<file path="src/rtl/hdb3_pkg.sv">
// Shared HDB3 definitions.
//   sym_e : dual-rail symbol encoding, packed as {p, n}
//   LAT   : decoder latency in symbols (bit for symbol k leaves on symbol k+LAT)
package hdb3_pkg;

  typedef enum logic [1:0] {
    SYM_Z   = 2'b00,
    SYM_N   = 2'b01,
    SYM_P   = 2'b10,
    SYM_ILL = 2'b11
  } sym_e;

  localparam int unsigned LAT = 4;

endpackage

</file>
<file path="src/rtl/hdb3_decoder_sym_tick.sv">
// Symbol-rate timing for the HDB3 receiver.
// Divides clk by DIV into a 50% duty sym_clk and a one-clk tick that fires
// on the cycle whose edge takes sym_clk from 1 to 0 (once every DIV clk).
//   clk     : system clock
//   rst     : synchronous active-low reset
//   sym_clk : recovered symbol clock
//   tick    : one-clk strobe, decoding happens on the edge that ends it
module sym_tick #(
  parameter int unsigned DIV = 16,
  parameter int unsigned CW  = 4
) (
  input  logic clk,
  input  logic rst,
  output logic sym_clk,
  output logic tick
);

  localparam logic [CW-1:0] HALF_MAX = CW'(DIV / 2 - 1);

  logic [CW-1:0] cnt_q, cnt_d;
  logic          sym_clk_q, sym_clk_d;
  logic          wrap;

  always_comb begin
    wrap      = (cnt_q == HALF_MAX);
    cnt_d     = wrap ? '0 : cnt_q + CW'(1);
    sym_clk_d = wrap ? ~sym_clk_q : sym_clk_q;
    tick      = wrap & sym_clk_q;
  end

  always_ff @(posedge clk) begin
    if (!rst) begin
      cnt_q     <= '0;
      sym_clk_q <= 1'b0;
    end else begin
      cnt_q     <= cnt_d;
      sym_clk_q <= sym_clk_d;
    end
  end

  assign sym_clk = sym_clk_q;

endmodule

</file>
<file path="src/rtl/hdb3_decoder.sv">
// HDB3 receive decoder.
// Samples the dual-rail line once per symbol tick, classifies B / V / zero,
// strips 000V and B00V substitutions through a LAT-deep delay line and
// emits the recovered NRZ stream.
//   clk        : system clock
//   rst        : synchronous active-low reset
//   code_p     : positive-pulse rail
//   code_n     : negative-pulse rail
//   data_out   : decoded bit, updated on ticks
//   data_valid : one-clk pulse when data_out carries a new bit
//   v_det      : one-clk pulse when the sampled symbol was a V pulse
//   err        : one-clk pulse on a line-code error
//   sym_clk    : recovered symbol clock (period DIV)
module hdb3_decoder
  import hdb3_pkg::*;
#(
  parameter int unsigned DIV = 16,
  parameter int unsigned CW  = 4
) (
  input  logic clk,
  input  logic rst,
  input  logic code_p,
  input  logic code_n,
  output logic data_out,
  output logic data_valid,
  output logic v_det,
  output logic err,
  output logic sym_clk
);

  localparam int unsigned FW = $clog2(LAT + 1);
  localparam logic [FW-1:0] FILL_FULL = FW'(LAT);
  localparam logic [2:0]    ZRUN_MAX  = 3'd4;

  logic tick;

  sym_tick #(
    .DIV (DIV),
    .CW  (CW)
  ) u_sym_tick (
    .clk     (clk),
    .rst     (rst),
    .sym_clk (sym_clk),
    .tick    (tick)
  );

  logic [LAT-1:0] sr_q, sr_d;
  logic [FW-1:0]  fill_q, fill_d;
  logic [2:0]     zrun_q, zrun_d;
  logic           last_pol_q, last_pol_d;
  logic           have_pulse_q, have_pulse_d;
  logic           last_vpol_q, last_vpol_d;
  logic           have_v_q, have_v_d;
  logic           data_out_q, data_out_d;
  logic           data_valid_q, data_valid_d;
  logic           v_det_q, v_det_d;
  logic           err_q, err_d;

  sym_e sym;
  logic pulse;
  logic pol;
  logic is_v;

  always_comb begin
    sym   = sym_e'({code_p, code_n});
    pulse = (sym == SYM_P) || (sym == SYM_N);
    pol   = (sym == SYM_P);
    is_v  = pulse && have_pulse_q && (pol == last_pol_q);

    sr_d         = sr_q;
    fill_d       = fill_q;
    zrun_d       = zrun_q;
    last_pol_d   = last_pol_q;
    have_pulse_d = have_pulse_q;
    last_vpol_d  = last_vpol_q;
    have_v_d     = have_v_q;
    data_out_d   = data_out_q;
    data_valid_d = 1'b0;
    v_det_d      = 1'b0;
    err_d        = 1'b0;

    if (tick) begin
      data_out_d   = sr_q[LAT-1];
      data_valid_d = (fill_q == FILL_FULL);
      if (fill_q != FILL_FULL) fill_d = fill_q + FW'(1);

      if (is_v) begin
        // Shift and clear in one step: the three symbols before V move up
        // to sr[3:1] and are zeroed along with the V bit itself, so the
        // whole delay line becomes zero (removes B of B00V).
        sr_d        = '0;
        v_det_d     = 1'b1;
        if (have_v_q && (pol == last_vpol_q)) err_d = 1'b1;
        have_v_d    = 1'b1;
        last_vpol_d = pol;
      end else begin
        sr_d = {sr_q[LAT-2:0], pulse};
      end

      if (pulse) begin
        have_pulse_d = 1'b1;
        last_pol_d   = pol;
        zrun_d       = '0;
      end else begin
        // Illegal symbols count as zeros; error fires on the 4th zero only.
        if (zrun_q == 3'd3) err_d = 1'b1;
        if (zrun_q != ZRUN_MAX) zrun_d = zrun_q + 3'd1;
      end

      if (sym == SYM_ILL) err_d = 1'b1;
    end
  end

  always_ff @(posedge clk) begin
    if (!rst) begin
      sr_q         <= '0;
      fill_q       <= '0;
      zrun_q       <= '0;
      last_pol_q   <= 1'b0;
      have_pulse_q <= 1'b0;
      last_vpol_q  <= 1'b0;
      have_v_q     <= 1'b0;
      data_out_q   <= 1'b0;
      data_valid_q <= 1'b0;
      v_det_q      <= 1'b0;
      err_q        <= 1'b0;
    end else begin
      sr_q         <= sr_d;
      fill_q       <= fill_d;
      zrun_q       <= zrun_d;
      last_pol_q   <= last_pol_d;
      have_pulse_q <= have_pulse_d;
      last_vpol_q  <= last_vpol_d;
      have_v_q     <= have_v_d;
      data_out_q   <= data_out_d;
      data_valid_q <= data_valid_d;
      v_det_q      <= v_det_d;
      err_q        <= err_d;
    end
  end

  assign data_out   = data_out_q;
  assign data_valid = data_valid_q;
  assign v_det      = v_det_q;
  assign err        = err_q;

endmodule

</file>
<file path="config.mk">
export PLATFORM = sky130hd
export DESIGN_NAME = hdb3_decoder
export DESIGN_NICKNAME = d
export VERILOG_FILES = /design/src/rtl/hdb3_pkg.sv /design/src/rtl/hdb3_decoder_sym_tick.sv /design/src/rtl/hdb3_decoder.sv
export SDC_FILE = /design/constraint.sdc
export NUM_CORES = 1
export LEC_CHECK = 0
export ABC_AREA = 0
export ABC_CLOCK_PERIOD_IN_PS = 1800
export BUFFER_PORTS_ARGS = -buffer_cell sky130_fd_sc_hd__clkbuf_2
export CAP_MARGIN = 10
export CORE_UTILIZATION = 36
export DETAILED_ROUTE_END_ITERATION = 8
export PLACE_DENSITY = 0.55
export SLEW_MARGIN = 30
export SYNTH_ARGS = -nofsm -noshare
export SYNTH_HDL_FRONTEND = slang
export SYNTH_SLANG_ARGS = --single-unit
</file>
<file path="constraint.sdc">
create_clock -name clk -period 1.8 [get_ports clk]
set_input_delay 0.09 -clock clk [delete_from_list [all_inputs] [get_ports clk]]
set_output_delay 0.09 -clock clk [all_outputs]
set_load 0.005 [all_outputs]
</file>
==> out/qor.yml <==
hold_end: "u_sym_tick.cnt_q[0]"
fin_cells: 154
clock_skew_ps: 3.92
die_area_sq_mm: 0.00300
die_h_um: 54.7
clock_sinks: 23
die-width_um: 54.7
clk_latency_ps: 310
fillers: 280
crit_required_ps: 2050
ioPinCount: 9
power_mw: 0.801
drc: 0
num_rows: 18
regArea_sq_um: 460
crit_buf_inv: 0
avgViaCountPerCell: 5.21
rr_worst_depth: 4
ys_types: 26
synth_warnings: 0
finalHoldViolCount: 0
period_needed_ps: 1640
synthTopCellsByArea: "dfxtp_1 (46%), ha_1 (10%), a21oi_1 (7.5%), nand2_1 (4.1%), o21ai_0 (3.0%)"
leakagePower_nw: 0.439
clock-root-buffer: "clkbuf_4"
r2r_start: "u_sym_tick.cnt_q[0]"
cts_max_level: 1
slew_headroom: 0.670
synth_cells: 113
peakVddDrop_uv: 575
grt_first_pass_wirelength_um: 3240
hold_class: "input pin to register"
path_depth: 4
critPathKind: "register to register"
tightest_slew_ps: 494
yosysSeqAreaShare: 0.460
synth_nets: 125
hold_path_startpoint: "rst"
cp-end-kind: "register"
cts_buffers: 3
critical-path-max-stage-delay_ps: 530
vias: 803
overflow: 0
path_max_fanout: 7
drt_iter0_drc: 9
p_per_area_mw_per_mm2: 722
crit_slowest_cell: "or4_1"
area_growth_pct: 10.7
grt_pass1_vias: 728
min_path_cells: 3
grt_max_degree: 17
start_kind: "register"
cts_tree: "built"
gp_congestion: 0.766
drt_first_pass_iters: 4
place_area_sq_mm: 0.00108
cts_hold_repair.buffers: 0
drt.antenna.violating_nets: 0
worst_ep_arrival_time_ps: 1890
status: "finished, final reports clean"
dp_hpwl_um: 1400
path_delay_family: "simple AND/OR/NAND/NOR gates"
finalWorstSetupSlack_ps: 159
dp.cells: 150
grt_antenna_before_repair: 0
track_usage: 0.155
nNetsFinal: 137
r2r-end: "zrun_q[2]"
wl_per_cell_um: 12.3
r2r_setup_slack_ps: 160
max_freq_mhz: 609
synth.largest_area_cell: "dfxtp_1"
syn_area_per_cell_sq_um: 8.86
finish.instance_area_sq_mm: 0.00111
timing.final.crit_share: 0.912
initial_core_util: 0.393
path_clk_slew_ps: 130
worstPathCellList: "ha_1 -> nand4b_1 -> or4_1 -> a21oi_1"
antenna_cells: 0
drive_above_1_share: 0.121
setup_viol: 0
cap_violations: 0
multi_input_area_sq_um: 498
fin_setup_tns_ps: 0
pre_cts_ws_ps: 195
rsz0062_at_grt: "false"
core_area_sq_mm: 0.00254
wl_um: 1900
slew_violations: 0
ctsResizeCount: 0
clk_path_buf_depth: 2
synth.top_cell.area_share: 0.460
post-cts-setup-buffers: 0
ys_ff_latch: 23
io_buffers: 8
netlist_area_sq_mm: 0.00100
==> where the power goes <==
part	switching (mW)	internal (mW)	leakage, nW
Clock	0.155	0.0831	0.0177
Combinational	0.0280	0.0146	0.235
Sequential	0.00486	0.515	0.186
Total	0.188	0.613	0.439
==> synthesized netlist by cell type (all sizes together) <==
cell and instances:
clkbuf 2, o211ai 4, nand3b 1, mux2i 2, nor2 7, dfxtp 23
xnor2 1, nand4 2, o21ai 6, o21a 1, and4b 2, a21oi 15
nand4b 1, nand2 11, and3 3, nor3 4, o2111ai 1, ha 8
inv 8, nand3 5, and2 1, xor2 2, or4 1, buf 1
nand2b 1
==> cell families (layout without fill, tap and decap cells) <==
family	Yosys count	in the layout	share of synthesized area
AO/OA/AOI/OAI	27	27	0.151
XOR/XNOR	3	3	0.0263
adder cells (fa/ha/maj)	8	8	0.100
buffers and inverters	11	22	0.0425
flip-flops	23	23	0.460
multiplexers	2	2	0.0200
AND/OR/NAND/NOR	39	39	0.200
==> layout by cell type (no fill, tap or decap), types with 3 or more instances in the layout <==
cell / n
clkbuf_2: 8
and3_1: 3
ha_1: 8
inv_1: 7
nor2_1: 7
o21ai_0: 6
nor3_1: 4
o211ai_1: 4
nand2_1: 11
clkbuf_4: 3
a21oi_1: 15
dfxtp_1: 23
nand3_1: 5
==> stage by stage <==
step / util / hold WS [ps]
3_5_place_dp: 0.425 / 392
5_1_grt: 0.436 / 62.3
3_3_place_gp: 0.425 / 401
4_1_cts: 0.436 / 37.3
6_report: 0.436 / 47.6
2_1_floorplan: - / 204
==> routing by layer <==
layer | GRT usage | wire [um]
met5 | 0 | 0
met4 | 0.0513 | 25
met1 | 0.196 | 922
met2 | 0.247 | 896
met3 | 0.0500 | 51
==> worst reg2reg max path, stage by stage (launching register included) <==
cell and delay, ps:
dfxtp_1 380, ha_1 260, nand4b_1 270, or4_1 530, a21oi_1 140
==> final cells by class <==
| cell class | instances | share of cell area |
|---|---|---|
| Multi-Input combinational cell | 79 | 0.449 |
| Sequential cell | 23 | 0.415 |
| Timing Repair Buffer | 10 | 0.0497 |
| Tap cell | 30 | 0.0339 |
| Inverter | 8 | 0.0271 |
| Clock buffer | 3 | 0.0203 |
| Clock inverter | 1 | 0.00451 |
==> how the worst max path moves through the flow <==
stage / from / end
floorplan: zrun_q[0] / zrun_q[2]
global placement: u_sym_tick.cnt_q[0] / zrun_q[2]
detailed placement: u_sym_tick.cnt_q[0] / zrun_q[2]
CTS: u_sym_tick.cnt_q[0] / zrun_q[2]
global route: u_sym_tick.cnt_q[0] / zrun_q[2]
finish: u_sym_tick.cnt_q[0] / zrun_q[2]
==> registers in the layout, indices dropped and copies added (netlist names), 3 cells and up <==
| signal | count |
|---|---|
| u_sym_tick.cnt_q | 4 |
| zrun_q | 3 |
| fill_q | 3 |
| sr_q | 4 |
Note: power is estimated with default switching activity, not from simulation.
